$ cat src/rtl/apb_xfer_ctrl.sv
// APB-side sequencer: queues requests, decodes a slave select and runs SETUP/ACCESS, 4+WAIT_CYCLES accept-to-response (2 on decode miss).
// Backpressure: req_ready drops while the request FIFO is full or in reset; the response pulse is never stalled.
module apb_xfer_ctrl #(
    parameter int WAIT_CYCLES = 1,
    parameter int FIFO_DEPTH  = 2
) (
    input  logic        Hclk,
    input  logic        Hreset,
    input  logic        req_valid,
    output logic        req_ready,
    input  logic        req_write,
    input  logic [31:0] req_addr,
    input  logic [31:0] req_wdata,
    output logic        rsp_valid,
    output logic        rsp_err,
    output logic [31:0] rsp_rdata,
    output logic [2:0]  Pselx,
    output logic        Penable,
    output logic        Pwrite,
    output logic [31:0] Paddr,
    output logic [31:0] Pwdata,
    input  logic [31:0] Prdata,
    output logic [15:0] xfer_count,
    output logic [7:0]  err_count
);

    localparam int              AW      = $clog2(FIFO_DEPTH);
    localparam int              CW      = AW + 1;
    localparam logic [CW-1:0]   DEPTH_C = FIFO_DEPTH[CW-1:0];
    localparam logic [2:0]      WAIT_C  = WAIT_CYCLES[2:0];

    typedef struct packed {
        logic        write;
        logic [31:0] addr;
        logic [31:0] wdata;
    } req_t;

    typedef enum logic [1:0] {ST_IDLE, ST_SETUP, ST_ACCESS} state_t;

    req_t          r_mem [FIFO_DEPTH];
    logic [AW-1:0] r_wr_ptr;
    logic [AW-1:0] r_rd_ptr;
    logic [CW-1:0] r_count;

    state_t        r_state;
    state_t        w_state_nxt;
    logic [2:0]    r_sel;
    logic [2:0]    r_wait;
    logic          r_write;
    logic [31:0]   r_addr;
    logic [31:0]   r_wdata;
    logic          r_err_pend;
    logic          r_rsp_valid;
    logic          r_rsp_err;
    logic [31:0]   r_rsp_rdata;
    logic [15:0]   r_xfer_count;
    logic [7:0]    r_err_count;

    req_t          w_head;
    logic [2:0]    w_head_sel;
    logic          w_head_hit;
    logic          w_empty;
    logic          w_full;
    logic          w_push;
    logic          w_pop;
    logic          w_load;
    logic          w_done;
    logic          w_err_rsp;
    logic          w_pend_set;

    function automatic logic [2:0] f_decode(input logic [5:0] region);
        case (region)
            6'b100000: f_decode = 3'b001;
            6'b100001: f_decode = 3'b010;
            6'b100010: f_decode = 3'b100;
            default:   f_decode = 3'b000;
        endcase
    endfunction

    assign w_empty    = (r_count == '0);
    assign w_full     = (r_count == DEPTH_C);
    assign req_ready  = !w_full && !Hreset;
    assign w_push     = req_valid && req_ready;
    assign w_head     = r_mem[r_rd_ptr];
    assign w_head_sel = f_decode(w_head.addr[31:26]);
    assign w_head_hit = |w_head_sel;

    always_ff @(posedge Hclk) begin
        if (w_push) begin
            r_mem[r_wr_ptr] <= {req_write, req_addr, req_wdata};
        end
    end

    always_ff @(posedge Hclk) begin
        if (Hreset) begin
            r_wr_ptr <= '0;
            r_rd_ptr <= '0;
            r_count  <= '0;
        end else begin
            if (w_push) r_wr_ptr <= r_wr_ptr + AW'(1);
            if (w_pop)  r_rd_ptr <= r_rd_ptr + AW'(1);
            case ({w_push, w_pop})
                2'b10:   r_count <= r_count + CW'(1);
                2'b01:   r_count <= r_count - CW'(1);
                default: r_count <= r_count;
            endcase
        end
    end

    always_ff @(posedge Hclk) begin
        if (Hreset) begin
            r_state <= ST_IDLE;
        end else begin
            r_state <= w_state_nxt;
        end
    end

    // A miss popped at the end of ACCESS collides with that transfer's own
    // response, so its error response is parked and emitted from IDLE.
    always_comb begin
        w_state_nxt = r_state;
        w_pop       = 1'b0;
        w_load      = 1'b0;
        w_done      = 1'b0;
        w_err_rsp   = 1'b0;
        w_pend_set  = 1'b0;
        case (r_state)
            ST_IDLE: begin
                if (r_err_pend) begin
                    w_err_rsp = 1'b1;
                end else if (!w_empty) begin
                    w_pop = 1'b1;
                    if (w_head_hit) begin
                        w_load      = 1'b1;
                        w_state_nxt = ST_SETUP;
                    end else begin
                        w_err_rsp = 1'b1;
                    end
                end
            end
            ST_SETUP: begin
                w_state_nxt = ST_ACCESS;
            end
            ST_ACCESS: begin
                if (r_wait == 3'd0) begin
                    w_done      = 1'b1;
                    w_state_nxt = ST_IDLE;
                    if (!w_empty) begin
                        w_pop = 1'b1;
                        if (w_head_hit) begin
                            w_load      = 1'b1;
                            w_state_nxt = ST_SETUP;
                        end else begin
                            w_pend_set = 1'b1;
                        end
                    end
                end
            end
            default: begin
                w_state_nxt = ST_IDLE;
            end
        endcase
    end

    always_ff @(posedge Hclk) begin
        if (Hreset) begin
            r_sel        <= '0;
            r_wait       <= '0;
            r_write      <= 1'b0;
            r_addr       <= '0;
            r_wdata      <= '0;
            r_err_pend   <= 1'b0;
            r_rsp_valid  <= 1'b0;
            r_rsp_err    <= 1'b0;
            r_rsp_rdata  <= '0;
            r_xfer_count <= '0;
            r_err_count  <= '0;
        end else begin
            if (w_load) begin
                r_sel   <= w_head_sel;
                r_write <= w_head.write;
                r_addr  <= w_head.addr;
                r_wdata <= w_head.wdata;
            end
            if (r_state == ST_SETUP) begin
                r_wait <= WAIT_C;
            end else if (r_state == ST_ACCESS && r_wait != 3'd0) begin
                r_wait <= r_wait - 3'd1;
            end
            if (w_pend_set) begin
                r_err_pend <= 1'b1;
            end else if (w_err_rsp) begin
                r_err_pend <= 1'b0;
            end
            r_rsp_valid <= w_done || w_err_rsp;
            if (w_done) begin
                r_rsp_err    <= 1'b0;
                r_rsp_rdata  <= r_write ? 32'h0 : Prdata;
                r_xfer_count <= r_xfer_count + 16'd1;
            end else if (w_err_rsp) begin
                r_rsp_err   <= 1'b1;
                r_rsp_rdata <= 32'h0;
                if (r_err_count != 8'hFF) begin
                    r_err_count <= r_err_count + 8'd1;
                end
            end
        end
    end

    assign Pselx      = (r_state == ST_IDLE) ? 3'b000 : r_sel;
    assign Penable    = (r_state == ST_ACCESS);
    assign Pwrite     = r_write;
    assign Paddr      = r_addr;
    assign Pwdata     = r_wdata;
    assign rsp_valid  = r_rsp_valid;
    assign rsp_err    = r_rsp_err;
    assign rsp_rdata  = r_rsp_rdata;
    assign xfer_count = r_xfer_count;
    assign err_count  = r_err_count;

endmodule

$ cat config.mk
export PLATFORM = sky130hd
export DESIGN_NAME = apb_xfer_ctrl
export DESIGN_NICKNAME = d
export VERILOG_FILES = /design/src/rtl/apb_xfer_ctrl.sv
export SDC_FILE = /design/constraint.sdc
export NUM_CORES = 1
export LEC_CHECK = 0
export CAP_MARGIN = 20
export CORE_AREA = 2 2 150 225
export CTS_CLUSTER_SIZE = 20
export DETAILED_ROUTE_END_ITERATION = 16
export DIE_AREA = 0 0 152 227
export GPL_TIMING_DRIVEN = 0
export PLACE_DENSITY = 0.63
export SLEW_MARGIN = 30
export SYNTH_ARGS = -nofsm -noshare
export SYNTH_HDL_FRONTEND = slang
export SYNTH_SLANG_ARGS = --single-unit
$ cat constraint.sdc
create_clock -name Hclk -period 4.5 [get_ports Hclk]
set_clock_uncertainty 0.05 [all_clocks]
set_input_delay 1.125 -clock Hclk [delete_from_list [all_inputs] [get_ports Hclk]]
set_output_delay 1.125 -clock Hclk [all_outputs]
set_load 0.03 [all_outputs]
==> results.tsv <==
metric	value	unit
status	finished clean	
cpPeakStageDelay	0.76	ns
period_needed	4.12	ns
hold_buffers	0	
dominantRegCellSynth	dfxtp_1	
synth_nets	814	
fin_hold_ws	0.410	ns
core_area	32500	um2
avgSynthCellArea	13.5	um2
critPathArrivalTime	2.94	ns
fillers	3039	
routedWlPerCell	17.2	um
worst_slew_pin_slew	0.884	ns
drc	0	
final_cell_mix	clkdlybuf4s50_1, dfxtp_1, edfxtp_1	
root_buffer	clkbuf_16	
fmax	243	MHz
clkTransAtPathRegs	0.07	ns
grt_pass1_vias	6505	
path_class	input port to primary output	
area_growth	40.0	%
stdcell_count	1407	
fp.dieH	227	um
min_path_cells	1	
ir_drop	0.000262	V
wirelength	24.1	mm
clkSinkCount	267	
crit-reg2reg-launch	r_wait[0]	
synth_top_cell_area_share	0.407	
regToRegEndpoint	Pwdata[7]	
post-route-util	0.413	
synth_edf_count	130	
drv_cap	0	
async_reset_ff_frac	0	
track_usage	0.134	
start_kind	input port	
numCtsBuffers	27	
drive_gt1_frac	0.0789	
place.port_buffers	227	
dp_cells	1355	
final_common_cell	clkdlybuf4s50_1	
ys_seq_area_frac	0.692	
antenna_left	0	
critPathMaxFanout	10	
cts_setup_buffers	0	
place.gp.congestion	0.739	
dieArea	34500	um2
antenna_found_initial	3	
clk_latency	0.54	ns
finalCritPeriodShare	0.915	
cp-startpoint	Hreset	
cts_tree	yes	
num_io_pins	228	
path_cells	clkdlybuf4s50_1 -> clkbuf_1 -> a21oi_1 -> clkdlybuf4s50_1	
crit_top_cell	clkdlybuf4s50_1	
initial_utilization	0.295	
htreeDepth	1	
ys_ff_latch	267	
setup_viol	0	
final_nets	1074	
slew_headroom	0.411	
hold_start	r_sel[2]	
slew_violations	0	
ff2ff_path_depth	9	
synthTopCellsByArea	edfxtp_1, dfxtp_1, mux2i_1	
cts_max_path_buffers	3	
leakagePower	4.45	nW
ys_types	53	
fp.dieW	152	um
power	6.03	mW
drtIter0Drc	233	
tns	0	ns
grt_pass1_wl	36.3	mm
post_cts_resized	0	
grt_max_degree	35	
netlist_area	9600	um2
hold_violations	0	
min_to	r_sel[2]	
viasPerCell	4.63	
vias	6510	
grt_overflow	0	
cp.required	3.32	ns
yosys.area.top_type	edfxtp_1	
dr.pass1.iters	4	
hp-class	register to register	
critPathSlowestCell	clkdlybuf4s50_1	
powerDensity	449	nW/um2
syn_inst	709	
synth_warnings	0	
rows	81	
rrSetupSlack	2.03	ns
rsz0062_at_grt	false	
dp_hpwl	17.2	mm
crit_path_end_kind	primary output	
-- sequential cells by signal (all words and copies together) (netlist names), 2 cells and up, named ones only --
register	cells
err_count	8
xfer_count	16
Pwdata	32
r_mem	130
r_count	2
Paddr	32
rsp_rdata	32
r_wait	3
r_state	2
r_sel	3
-- critical path, delay by kind of cell --
family / cells / cell delay, ns
AOI/OAI and AO/OA: 1 / 0.30
buffers and inverters: 3 / 1.51
-- kinds of logic after synthesis --
family                     share of synthesized area
AOI/OAI and AO/OA                              0.111
xor gates and xnor gates                      0.0110
DFF                                            0.692
muxes                                         0.0658
adders and majority gates                    0.00652
buffers and inverters                         0.0257
and+or+nand+nor                               0.0871
-- worst max path at each step --
stage	to	slack, ns	depth (start not counted)
after floorplan	r_mem[0][0]	0.23	4
after global placement	r_mem[0][31]	-1.31	5
after detailed placement	req_ready	0.32	4
after CTS	req_ready	0.32	4
after global routing	req_ready	0.26	4
final	req_ready	0.38	4
-- metrics by stage --
step / cell area, um2 / setup slack, ns
after CTS: 13400 / 0.322
after detailed placement: 12500 / 0.323
after global routing: 13400 / 0.261
after global placement: 12400 / -1.31
after floorplan: 9600 / 0.226
final: 13400 / 0.382
-- area by class of cell --
type,instances,area (um2),area share
Clock inverter,15,185,0.0138
Tap cell,415,519,0.0386
Sequential cell,267,6650,0.495
Timing Repair Buffer,231,2370,0.177
Antenna cell,4,10.0,0.000745
Multi-Input combinational cell,393,2720,0.202
Inverter,8,30.0,0.00223
Buffer,41,216,0.0161
Clock buffer,33,738,0.0549
-- layer usage --
metal	routed length, um	track usage
met1	9210	0.141
met2	13100	0.258
met3	1280	0.0293
met4	593	0.0503
met5	0	0
-- power breakdown --
group          internal [mW]  leakage [nW]  switching [mW]  total [mW]
clock                   1.40         0.463           0.939        2.33
sequential              2.71          2.30          0.0687        2.78
combinational          0.406          1.69           0.514       0.920
-- synthesized netlist by cell type, types with 2 or more instances --
| cell type | instances |
|---|---|
| and4_1 | 2 |
| ha_1 | 5 |
| nand4_1 | 5 |
| xnor2_1 | 8 |
| buf_2 | 8 |
| inv_1 | 8 |
| o22a_1 | 2 |
| nor4_1 | 2 |
| a31oi_1 | 5 |
| buf_6 | 3 |
| nand3_1 | 8 |
| buf_4 | 8 |
| o31ai_1 | 3 |
| mux2i_1 | 62 |
| nand3b_1 | 2 |
| a211oi_1 | 59 |
| a22o_1 | 32 |
| nor2b_1 | 7 |
| nor3b_1 | 5 |
| and3_1 | 5 |
| xor2_1 | 4 |
| or3_1 | 8 |
| edfxtp_1 | 130 |
| or4_1 | 3 |
| dfxtp_1 | 137 |
| a21oi_1 | 20 |
| o21ai_0 | 11 |
| nor3_1 | 9 |
| clkbuf_1 | 21 |
| nor2_1 | 91 |
| nand2b_1 | 5 |
| nand2_1 | 9 |
| o21a_1 | 2 |
Power figures use the tool's default switching activity.
